`config.mk`:
```
export PLATFORM = sky130hd
export DESIGN_NAME = g28_homing_sequencer
export DESIGN_NICKNAME = d
export VERILOG_FILES = /design/src/rtl/g28_pkg.sv /design/src/rtl/endstop_debounce.sv /design/src/rtl/g28_homing_sequencer.sv
export SDC_FILE = /design/constraint.sdc
export NUM_CORES = 1
export LEC_CHECK = 0
export CORE_MARGIN = 2
export CORE_UTILIZATION = 30
export CTS_BUF_LIST = sky130_fd_sc_hd__clkbuf_16
export CTS_CLUSTER_DIAMETER = 200
export CTS_CLUSTER_SIZE = 12
export DETAILED_ROUTE_END_ITERATION = 7
export SETUP_SLACK_MARGIN = 0.2
export SYNTH_ARGS = -nofsm -noshare
export SYNTH_HDL_FRONTEND = slang
export SYNTH_HIERARCHICAL = 1
export SYNTH_SLANG_ARGS = --single-unit
```
`constraint.sdc`:
```
create_clock -name clk -period 3.2 [get_ports clk]
set_input_delay 0.32 -clock clk [delete_from_list [all_inputs] [get_ports clk]]
set_output_delay 0.32 -clock clk [all_outputs]
set_load 0.05 [all_outputs]
```
`src/rtl/g28_pkg.sv`:
```
// Shared types and constants for the G28 homing sequencer.
package g28_pkg;

    typedef enum logic [2:0] {
        IDLE   = 3'd0,
        ARM    = 3'd1,
        RUN    = 3'd2,
        SETTLE = 3'd3,
        FAULT  = 3'd4
    } state_t;

    localparam int unsigned AX_X  = 0;
    localparam int unsigned AX_Y  = 1;
    localparam int unsigned AX_Z  = 2;
    localparam int unsigned CNT_W = 32;

    localparam logic [2:0] ALL_AXES = 3'b111;

    // Down-count that sticks at zero instead of wrapping.
    function automatic logic [CNT_W-1:0] sat_dec(input logic [CNT_W-1:0] v);
        return (v == '0) ? v : v - CNT_W'(1);
    endfunction

endpackage

```
`src/rtl/endstop_debounce.sv`:
```
// Two-flop synchronizer followed by a stable-count debouncer for one raw endstop.
module endstop_debounce
    import g28_pkg::*;
#(
    parameter int unsigned DEBOUNCE_CYCLES = 50_000
) (
    input  logic clk,
    input  logic rst_n,
    input  logic i_raw,
    output logic o_db
);

    logic             r_sync1;
    logic             r_sync2;
    logic             r_db;
    logic [CNT_W-1:0] r_cnt;

    // Output flips only after DEBOUNCE_CYCLES consecutive samples that disagree with it.
    always_ff @(posedge clk or negedge rst_n) begin
        if (!rst_n) begin
            r_sync1 <= 1'b1;
            r_sync2 <= 1'b1;
            r_db    <= 1'b1;
            r_cnt   <= '0;
        end else begin
            r_sync1 <= i_raw;
            r_sync2 <= r_sync1;
            if (r_sync2 == r_db) begin
                r_cnt <= '0;
            end else if (r_cnt >= CNT_W'(DEBOUNCE_CYCLES - 1)) begin
                r_db  <= r_sync2;
                r_cnt <= '0;
            end else begin
                r_cnt <= r_cnt + CNT_W'(1);
            end
        end
    end

    assign o_db = r_db;

endmodule

```
`src/rtl/g28_homing_sequencer.sv`:
```
// G28 command sequencer: arms the homing drive stage, waits for motion to stop,
// confirms the selected endstops stay settled, and reports done or fault.
module g28_homing_sequencer
    import g28_pkg::*;
#(
    parameter int unsigned DEBOUNCE_CYCLES = 50_000,
    parameter int unsigned SETTLE_CYCLES   = 250_000,
    parameter int unsigned TIMEOUT_CYCLES  = 500_000_000
) (
    input  logic       clk,
    input  logic       rst_n,
    input  logic       cmd_valid,
    output logic       cmd_ready,
    input  logic [2:0] cmd_axes,
    input  logic       abort,
    input  logic       xmin_raw,
    input  logic       ymin_raw,
    input  logic       zmin_raw,
    output logic       xmin,
    output logic       ymin,
    output logic       zmin,
    output logic       homex,
    output logic       homey,
    output logic       homez,
    output logic       start_driving,
    input  logic       steppers_driving,
    output logic       busy,
    output logic       done,
    output logic       fault,
    output logic [2:0] homed
);

    state_t           r_state;
    state_t           w_state_nxt;
    logic [2:0]       r_mask;
    logic [2:0]       w_mask_nxt;
    logic [2:0]       r_home;
    logic [2:0]       w_home_nxt;
    logic [2:0]       r_homed;
    logic [2:0]       w_homed_nxt;
    logic             r_start;
    logic             w_start_nxt;
    logic             r_done;
    logic             w_done_nxt;
    logic             r_fault;
    logic             w_fault_nxt;
    logic             r_busy;
    logic             w_busy_nxt;
    logic             r_cmd_ready;
    logic             w_cmd_ready_nxt;
    logic [CNT_W-1:0] r_timeout;
    logic [CNT_W-1:0] w_timeout_nxt;
    logic [CNT_W-1:0] r_settle;
    logic [CNT_W-1:0] w_settle_nxt;
    logic [CNT_W-1:0] r_prime_cnt;
    logic             r_primed;
    logic             w_primed_nxt;
    logic [2:0]       w_min;
    logic             w_sel_ok;
    logic             w_accept;
    logic             w_timeout_hit;

    endstop_debounce #(.DEBOUNCE_CYCLES(DEBOUNCE_CYCLES)) u_db_x (
        .clk   (clk),
        .rst_n (rst_n),
        .i_raw (xmin_raw),
        .o_db  (w_min[AX_X])
    );

    endstop_debounce #(.DEBOUNCE_CYCLES(DEBOUNCE_CYCLES)) u_db_y (
        .clk   (clk),
        .rst_n (rst_n),
        .i_raw (ymin_raw),
        .o_db  (w_min[AX_Y])
    );

    endstop_debounce #(.DEBOUNCE_CYCLES(DEBOUNCE_CYCLES)) u_db_z (
        .clk   (clk),
        .rst_n (rst_n),
        .i_raw (zmin_raw),
        .o_db  (w_min[AX_Z])
    );

    // Debouncers need sync depth plus a full stable window before their outputs mean anything.
    assign w_primed_nxt = r_primed | (r_prime_cnt == CNT_W'(DEBOUNCE_CYCLES + 1));

    always_ff @(posedge clk or negedge rst_n) begin
        if (!rst_n) begin
            r_prime_cnt <= '0;
            r_primed    <= 1'b0;
        end else begin
            r_primed <= w_primed_nxt;
            if (!r_primed) begin
                r_prime_cnt <= r_prime_cnt + CNT_W'(1);
            end
        end
    end

    assign w_sel_ok      = &(w_min | ~r_mask);
    assign w_accept      = cmd_valid & r_cmd_ready & ~abort;
    assign w_timeout_hit = (r_timeout <= CNT_W'(1));

    always_comb begin
        w_state_nxt     = r_state;
        w_mask_nxt      = r_mask;
        w_home_nxt      = r_home;
        w_homed_nxt     = r_homed;
        w_start_nxt     = r_start;
        w_done_nxt      = 1'b0;
        w_fault_nxt     = r_fault;
        w_timeout_nxt   = r_timeout;
        w_settle_nxt    = r_settle;
        w_busy_nxt      = 1'b0;
        w_cmd_ready_nxt = 1'b0;

        case (r_state)
            IDLE, FAULT: begin
                if (w_accept) begin
                    w_mask_nxt  = (cmd_axes == 3'b000) ? ALL_AXES : cmd_axes;
                    w_homed_nxt = r_homed & ~w_mask_nxt;
                    w_fault_nxt = 1'b0;
                    w_state_nxt = ARM;
                end
            end
            ARM: begin
                w_home_nxt    = r_mask;
                w_start_nxt   = 1'b1;
                w_timeout_nxt = CNT_W'(TIMEOUT_CYCLES);
                w_state_nxt   = RUN;
            end
            RUN: begin
                w_timeout_nxt = sat_dec(r_timeout);
                if (w_timeout_hit) begin
                    w_state_nxt = FAULT;
                    w_fault_nxt = 1'b1;
                    w_start_nxt = 1'b0;
                    w_home_nxt  = 3'b000;
                end else if (!steppers_driving) begin
                    w_state_nxt  = SETTLE;
                    w_settle_nxt = CNT_W'(SETTLE_CYCLES);
                end
            end
            SETTLE: begin
                w_timeout_nxt = sat_dec(r_timeout);
                if (w_timeout_hit) begin
                    w_state_nxt = FAULT;
                    w_fault_nxt = 1'b1;
                    w_start_nxt = 1'b0;
                    w_home_nxt  = 3'b000;
                end else if (!w_sel_ok) begin
                    w_state_nxt = RUN;
                end else if (r_settle <= CNT_W'(1)) begin
                    w_state_nxt = IDLE;
                    w_done_nxt  = 1'b1;
                    w_homed_nxt = r_homed | r_mask;
                    w_start_nxt = 1'b0;
                    w_home_nxt  = 3'b000;
                end else begin
                    w_settle_nxt = sat_dec(r_settle);
                end
            end
            default: begin
                w_state_nxt = IDLE;
            end
        endcase

        // Abort overrides every other outcome, including a completion in the same cycle.
        if (abort) begin
            w_start_nxt = 1'b0;
            w_home_nxt  = 3'b000;
            if (r_state inside {ARM, RUN, SETTLE}) begin
                w_state_nxt = FAULT;
                w_fault_nxt = 1'b1;
                w_done_nxt  = 1'b0;
                w_homed_nxt = r_homed;
            end
        end

        w_busy_nxt      = w_state_nxt inside {ARM, RUN, SETTLE};
        w_cmd_ready_nxt = w_primed_nxt && !abort &&
                          ((w_state_nxt == IDLE) || (w_state_nxt == FAULT));
    end

    always_ff @(posedge clk or negedge rst_n) begin
        if (!rst_n) begin
            r_state     <= IDLE;
            r_mask      <= 3'b000;
            r_home      <= 3'b000;
            r_homed     <= 3'b000;
            r_start     <= 1'b0;
            r_done      <= 1'b0;
            r_fault     <= 1'b0;
            r_busy      <= 1'b0;
            r_cmd_ready <= 1'b0;
            r_timeout   <= '0;
            r_settle    <= '0;
        end else begin
            r_state     <= w_state_nxt;
            r_mask      <= w_mask_nxt;
            r_home      <= w_home_nxt;
            r_homed     <= w_homed_nxt;
            r_start     <= w_start_nxt;
            r_done      <= w_done_nxt;
            r_fault     <= w_fault_nxt;
            r_busy      <= w_busy_nxt;
            r_cmd_ready <= w_cmd_ready_nxt;
            r_timeout   <= w_timeout_nxt;
            r_settle    <= w_settle_nxt;
        end
    end

    assign cmd_ready     = r_cmd_ready;
    assign xmin          = w_min[AX_X];
    assign ymin          = w_min[AX_Y];
    assign zmin          = w_min[AX_Z];
    assign homex         = r_home[AX_X];
    assign homey         = r_home[AX_Y];
    assign homez         = r_home[AX_Z];
    assign start_driving = r_start;
    assign busy          = r_busy;
    assign done          = r_done;
    assign fault         = r_fault;
    assign homed         = r_homed;

endmodule
```
==> impl_metrics.py, run 1 <==
metrics = {
    "clock_network": {
        "numCtsBuffers": 22,
        "clockBufferDepth": 3,
        "cts.sinks": 219,
        "clk_latency_ns": 0.50,
        "root_buffer": "clkbuf_16",
        "htreeDepth": 1,
        "cts_tree": "done",
        "cts.clk_slew.worst_paths_ns": 0.07,
    },
    "grt": {
        "track_usage_pct": 12.10,
        "busiest_layer": "met2",
        "grt.overflow.total": 0,
        "antenna_found_initial": 0,
        "grt_use_met2_pct": 19.30,
        "first_global_vias": 6761,
        "grt_max_degree": 102,
        "grt_first_pass_wirelength_um": 34240,
        "met1_usage_pct": 17.05,
        "grt_util_met3_pct": 1.780,
    },
    "finish": {
        "antennaDiodeCount": 0,
        "nNetsFinal": 1022,
        "drive_gt1_share_pct": 10.71,
        "syn_to_final_growth_pct": 16.65,
    },
    "sta": {
        "fmax_ghz": 0.3479,
        "rsz0062_at_grt": "no",
        "maxSlewViolCount": 0,
        "tns_ns": 0,
        "fin_crit_ns": 2.874,
        "finalCritPeriodShare_pct": 89.83,
        "worst_slack_ns": 0.3255,
        "clock_skew_ns": 0.01416,
        "tightestPinTransition_ns": 1.084,
        "slew_headroom_pct": 27.73,
        "hold_viol": 0,
        "setup_violations": 0,
    },
    "yosys": {
        "netlist_instances": 909,
        "yosysSeqAreaShare_pct": 55.37,
        "syn_area_per_cell_um2": 10.91,
        "yosys.area.top_type": "dfrtp_1",
        "synth_top_cell_area_share_pct": 52.99,
        "synthFlopType": "dfrtp_1",
        "synth-async-reset-ratio_pct": 100.0,
        "synth_edf_count": 0,
        "synthTopCellsByCount": "210 x dfrtp_1, 97 x nor2_1, 79 x xnor2_1",
        "synth.area.top_cells": "dfrtp_1 53%, xnor2_1 7.0%, nor2_1 3.7%",
        "synth_area_um2": 9917,
        "synthDistinctLibCells": 59,
        "synth_warnings": 6,
        "yosysMostFrequentCell": "dfrtp_1",
        "ys_seq_elements": 219,
    },
    "drt": {
        "num_vias": 6804,
        "dr.pass1.iters": 4,
        "vias_per_cell": 4.660,
        "drt_iter0_drc": 465,
        "drt_wl_total_um": 19940,
        "drtAntennaViolNets": 0,
        "wire_per_inst_um": 13.65,
        "drc": 0,
    },
    "status": {
        "status": "complete, no violations",
    },
    "floorplan": {
        "start_util_pct": 30.48,
        "die-area_um2": 34530,
        "fp.dieH_um": 185.8,
        "core_um2": 32540,
        "row_count": 66,
        "io_pins": 25,
        "dieWidth_um": 185.8,
    },
    "worst_setup_path": {
        "end_kind": "register",
        "path_cells": "or4_1, or4_4, o41ai_4, nor3_2, or4_1, nand2_1",
        "cp_max_fo": 7,
        "worstSetupPathType": "register to register",
        "critPathRequiredTime_ns": 3.64,
        "crit_path_start_kind": "register",
        "crit_path_top_delay_cell": "or4_4",
        "critPathBufInv": 0,
        "crit_top_cell": "or4_1",
        "cp_data_arrival_time_ns": 3.32,
        "crit_path_max_incr_delay_ns": 0.61,
        "path_delay_family": "simple AND/OR/NAND/NOR gates",
    },
    "placed_design": {
        "dpl_worst_slack_ns": 0.2433,
        "place_congestion": 0.7923,
        "portBuffers": 24,
        "hpwlAfterDp_um": 13450,
    },
    "run": {
        "max-cap-violations": 0,
    },
    "pwr": {
        "ir_drop_mv": 0.3707,
        "p_per_area_nw_per_um2": 458.2,
        "p_leak_nw": 4.899,
    },
    "min_path": {
        "hold_path_class": "primary input to register",
    },
}
[where the power goes]
| part | internal, W | switching [W] |
|---|---|---|
| Sequential | 0.00281 | 0.0000177 |
| Clock | 0.00129 | 0.00105 |
| Combinational | 0.0000348 | 0.0000882 |
| Total | 0.00414 | 0.00116 |
[logic make-up after synthesis]
group | after synthesis | share of synthesized area [%]
fa+ha+maj | 9 | 1.136
buf+inv | 45 | 2.498
compound gates | 90 | 6.309
mux | 10 | 1.047
other cells | 3 | 0.1135
simple gates | 424 | 23.90
xor+xnor | 109 | 9.626
flops | 219 | 55.37
[what timing repair did]
item	4_1_cts	5_1_grt
buffers inserted	0	0
setup endpoints to repair	0	17
hold buffers	1	0
resized for setup	0	4
hold endpoints to repair	92	0
[worst paths after layout]
kind                                start         endpoint  slack, ns  cells past startpoint
hold / removal                   ymin_raw   u_db_y/r_sync1       0.23                      1
max in group asynchronous           rst_n   u_db_y/r_sync2       1.90                      3
hold reg to reg            u_db_z/r_sync1   u_db_z/r_sync2       0.35                      0
setup reg to reg             r_timeout[6]     r_settle[22]       0.33                      6
min in group asynchronous           rst_n  r_prime_cnt[16]       0.45                      2
setup / recovery             r_timeout[6]     r_settle[22]       0.33                      6
[registers in the layout, summed over array words and instances, names as in the netlist, 3 cells and up]
register	flops
u_db_x/r_cnt	32
u_db_z/r_cnt	32
r_home	3
r_settle	32
r_timeout	32
homed	3
r_state	3
r_mask	3
r_prime_cnt	32
u_db_y/r_cnt	32
[final cells by class]
type / count / area (µm²)
clock buffer: 23 / 575.6
clock inverter: 17 / 71.32
fill: 3332 / 20970
inverter: 23 / 86.33
multi-input combinational: 690 / 4365
sequential: 219 / 5492
tap: 442 / 553.0
timing repair buffer: 46 / 425.4
[routing by layer]
layer,wire length (µm),vias to the layer above
li1,-,3361
met3,619,29
met5,0,-
met2,9209,75
met4,497,0
met1,9609,3339
[cell usage in the layout, fill, tap and decap left out, drive strengths merged, types with 5 or more instances in the layout]
cell type / synthesis / layout
a21oi: 13 / 13
a31oi: 5 / 5
buf: 11 / 22
clkbuf: 11 / 23
clkdlybuf4s50: 0 / 23
conb: 3 / 48
dfrtp: 210 / 210
dfstp: 9 / 9
ha: 9 / 9
inv: 23 / 40
mux2i: 7 / 7
nand2: 69 / 69
nand2b: 8 / 8
nand3: 40 / 40
nand4: 26 / 26
nand4b: 6 / 6
nor2: 127 / 127
nor3: 33 / 33
nor4: 49 / 49
o2111ai: 8 / 8
o211ai: 11 / 11
o21ai: 24 / 24
o31ai: 6 / 6
or2: 8 / 8
or3: 18 / 18
or4: 24 / 24
xnor2: 79 / 79
xor2: 30 / 30
[through the flow]
stage          cells  power, W  utilization, %  area (µm²)  hold WS, ns
6_report        1460  0.005301           35.56       11570       0.2256
3_3_place_gp    1419  0.003006           33.48       10890       0.3472
5_1_grt         1460  0.005542           35.56       11570       0.1930
2_1_floorplan    954  0.002911               -       10090      0.02441
4_1_cts         1460  0.005397           35.50       11550       0.2023
3_5_place_dp    1419  0.003009           33.48       10890       0.3478
[worst register-to-register path: stages, from the launching register on]
cell and delay, ns:
dfrtp_1 0.39, or4_1 0.54, or4_4 0.61, o41ai_4 0.48, nor3_2 0.18, or4_1 0.53, nand2_1 0.08
Power figures use the tool's default switching activity.
==> run 2: changes to the inputs <==
--- a/config.mk
+++ b/config.mk
@@ -12,6 +12,7 @@
 export CTS_CLUSTER_SIZE = 12
 export DETAILED_ROUTE_END_ITERATION = 7
 export SETUP_SLACK_MARGIN = 0.2
+export SLEW_MARGIN = 0
 export SYNTH_ARGS = -nofsm -noshare
 export SYNTH_HDL_FRONTEND = slang
 export SYNTH_HIERARCHICAL = 1
==> results of run 2 <==
The final DEF is identical to that of run 1; final timing and power are the same.
==> run 3: changes to the inputs <==
--- a/config.mk
+++ b/config.mk
@@ -5,12 +5,12 @@
 export SDC_FILE = /design/constraint.sdc
 export NUM_CORES = 1
 export LEC_CHECK = 0
-export CORE_MARGIN = 2
-export CORE_UTILIZATION = 30
+export CORE_UTILIZATION = 55
 export CTS_BUF_LIST = sky130_fd_sc_hd__clkbuf_16
 export CTS_CLUSTER_DIAMETER = 200
 export CTS_CLUSTER_SIZE = 12
 export DETAILED_ROUTE_END_ITERATION = 7
+export PLACE_DENSITY = 0.72
 export SETUP_SLACK_MARGIN = 0.2
 export SLEW_MARGIN = 0
 export SYNTH_ARGS = -nofsm -noshare
==> run 3 against run 2 <==
- hold slack got worse by 0.0025 ns
- wire length decreased by 8.8%
- maximum frequency increased by 0.49%
- final cell count decreased by 15%
- non-clock buffer count decreased by 1
- combinational power decreased by 4%
==> impl_metrics.py, run 3 (synthesis results as in run 1) <==
metrics = {
    "finish": {
        "syn_to_final_growth_pct": 13.87,
        "antennaDiodeCount": 0,
        "final_cell_mix": "210 x dfrtp_1, 97 x nor2_1, 79 x xnor2_1",
        "multi_input_area_um2": 4368,
        "drive_gt1_share_pct": 10.52,
        "design_area_um2": 11290,
        "fin_util_pct": 64.61,
        "mostFrequentLayoutCell": "dfrtp_1",
        "register_area_um2": 5492,
        "fillers": 1393,
        "nNetsFinal": 1021,
    },
    "floorplan": {
        "die-area_um2": 18570,
        "core_um2": 17480,
        "row_count": 48,
        "dieWidth_um": 136.3,
        "fp.dieH_um": 136.3,
        "io_pins": 25,
        "start_util_pct": 56.74,
    },
    "clock_network": {
        "numCtsBuffers": 22,
        "root_buffer": "clkbuf_16",
        "clk_latency_ns": 0.51,
        "cts_tree": "done",
        "htreeDepth": 1,
        "cts_setup_buffers": 0,
        "clockBufferDepth": 3,
        "cts.sinks": 219,
        "cts.clk_slew.worst_paths_ns": 0.06,
    },
    "pwr": {
        "p_per_area_nw_per_um2": 466.5,
        "p_leak_nw": 4.885,
        "ir_drop_mv": 0.4438,
    },
    "grt": {
        "grt_first_pass_wirelength_um": 31380,
        "grt_max_degree": 91,
        "track_usage_pct": 20.88,
        "first_global_vias": 6565,
        "antenna_found_initial": 0,
        "grt.overflow.total": 0,
    },
    "drt": {
        "drtAntennaViolNets": 0,
        "wire_per_inst_um": 14.63,
        "dr.pass1.iters": 4,
        "vias_per_cell": 5.487,
        "drc": 0,
        "num_vias": 6815,
        "drt_wl_total_um": 18180,
        "drt_iter0_drc": 362,
    },
    "sta": {
        "clock_skew_ns": 0.02426,
        "rsz0062_at_grt": "no",
        "slew_headroom_pct": 27.34,
        "finalCritPeriodShare_pct": 89.39,
        "fin_crit_ns": 2.861,
        "fmax_ghz": 0.3496,
        "worst_slack_ns": 0.3394,
        "tightestPinTransition_ns": 1.090,
        "tns_ns": 0,
        "setup_violations": 0,
        "maxSlewViolCount": 0,
        "hold_ws_ns": 0.2231,
        "hold_viol": 0,
    },
    "worst_setup_path": {
        "crit_top_cell": "or4_1",
        "cp_data_arrival_time_ns": 3.27,
        "crit_path_start_kind": "register",
        "path_delay_family": "simple AND/OR/NAND/NOR gates",
        "cp_max_fo": 8,
        "end_kind": "register",
        "crit_path_max_incr_delay_ns": 0.67,
        "critPathBufInv": 0,
        "path_cells": "or4_1, or4b_1, or3_1, or4_1, a21oi_1",
        "crit_path_top_delay_cell": "or4_1",
        "critPathRequiredTime_ns": 3.61,
        "worstSetupPathType": "register to register",
    },
    "status": {
        "status": "complete, no violations",
    },
    "placed_design": {
        "hpwlAfterDp_um": 12090,
        "portBuffers": 24,
        "place_area_um2": 10610,
        "dpl_worst_slack_ns": 0.2618,
        "place_congestion": 0.8352,
    },
    "min_path": {
        "hold_path_class": "primary input to register",
    },
    "run": {
        "max-cap-violations": 0,
    },
}
## run 3: changes by cell type in the layout (fill, tap and decap cells not counted)
cell,before,now
or4_4,2,1
or4_1,22,23
nor3_2,1,0
nor3_4,0,1
buf_4,20,19
## run 3: area by class of cell
type	instances	share of cell area [%]
Timing Repair Buffer	45	3.701
Sequential cell	219	48.63
Inverter	23	0.7645
Clock inverter	17	0.6316
Tap cell	225	2.493
Multi-Input combinational cell	690	38.68
Clock buffer	23	5.097
## run 3: repair_timing
action	4_1_cts	5_1_grt
hold buffers	1	0
resized for setup	0	4
endpoints found under the setup margin	0	20
hold endpoints to repair	83	0
## run 3: path summary, 6_finish.rpt
check                                from          endpoint  slack (ns)  depth (start not counted)
max                          r_settle[15]      r_settle[30]        0.34                          5
max in group asynchronous           rst_n  u_db_x/r_cnt[15]        1.82                          4
max reg2reg                  r_settle[15]      r_settle[30]        0.34                          5
min                              xmin_raw    u_db_x/r_sync1        0.22                          1
min in group asynchronous           rst_n     r_timeout[21]        0.39                          2
min reg2reg                u_db_y/r_sync1    u_db_y/r_sync2        0.36                          0
## run 3: per-layer routing
layer | part of all wire, % | wire (µm) | vias up | GRT usage [%]
li1 | - | - | 3371 | -
met1 | 48 | 8773 | 3302 | 30.44
met2 | 47 | 8479 | 120 | 33.11
met3 | 3.6 | 662 | 22 | 2.983
met4 | 1.4 | 260 | 0 | 4.568
met5 | 0 | 0 | - | 0
## run 3: worst register-to-register path: stages, from the launching register on
cell and delay, ns:
dfrtp_1 0.38, or4_1 0.67, or4b_1 0.67, or3_1 0.43, or4_1 0.49, a21oi_1 0.14
## run 3: metrics by stage
stage               power (W)  std cells
floorplan            0.002911        954
finish               0.005268       1242
global route         0.005479       1242
detailed placement   0.003004       1201
CTS                  0.005344       1242
global placement     0.003001       1201
## run 3: report_power, final
| group | switching, W | total (W) | internal (W) |
|---|---|---|---|
| combinational | 0.0000846 | 0.000118 | 0.0000330 |
| sequential | 0.0000195 | 0.00283 | 0.00281 |
| clock | 0.00102 | 0.00232 | 0.00129 |
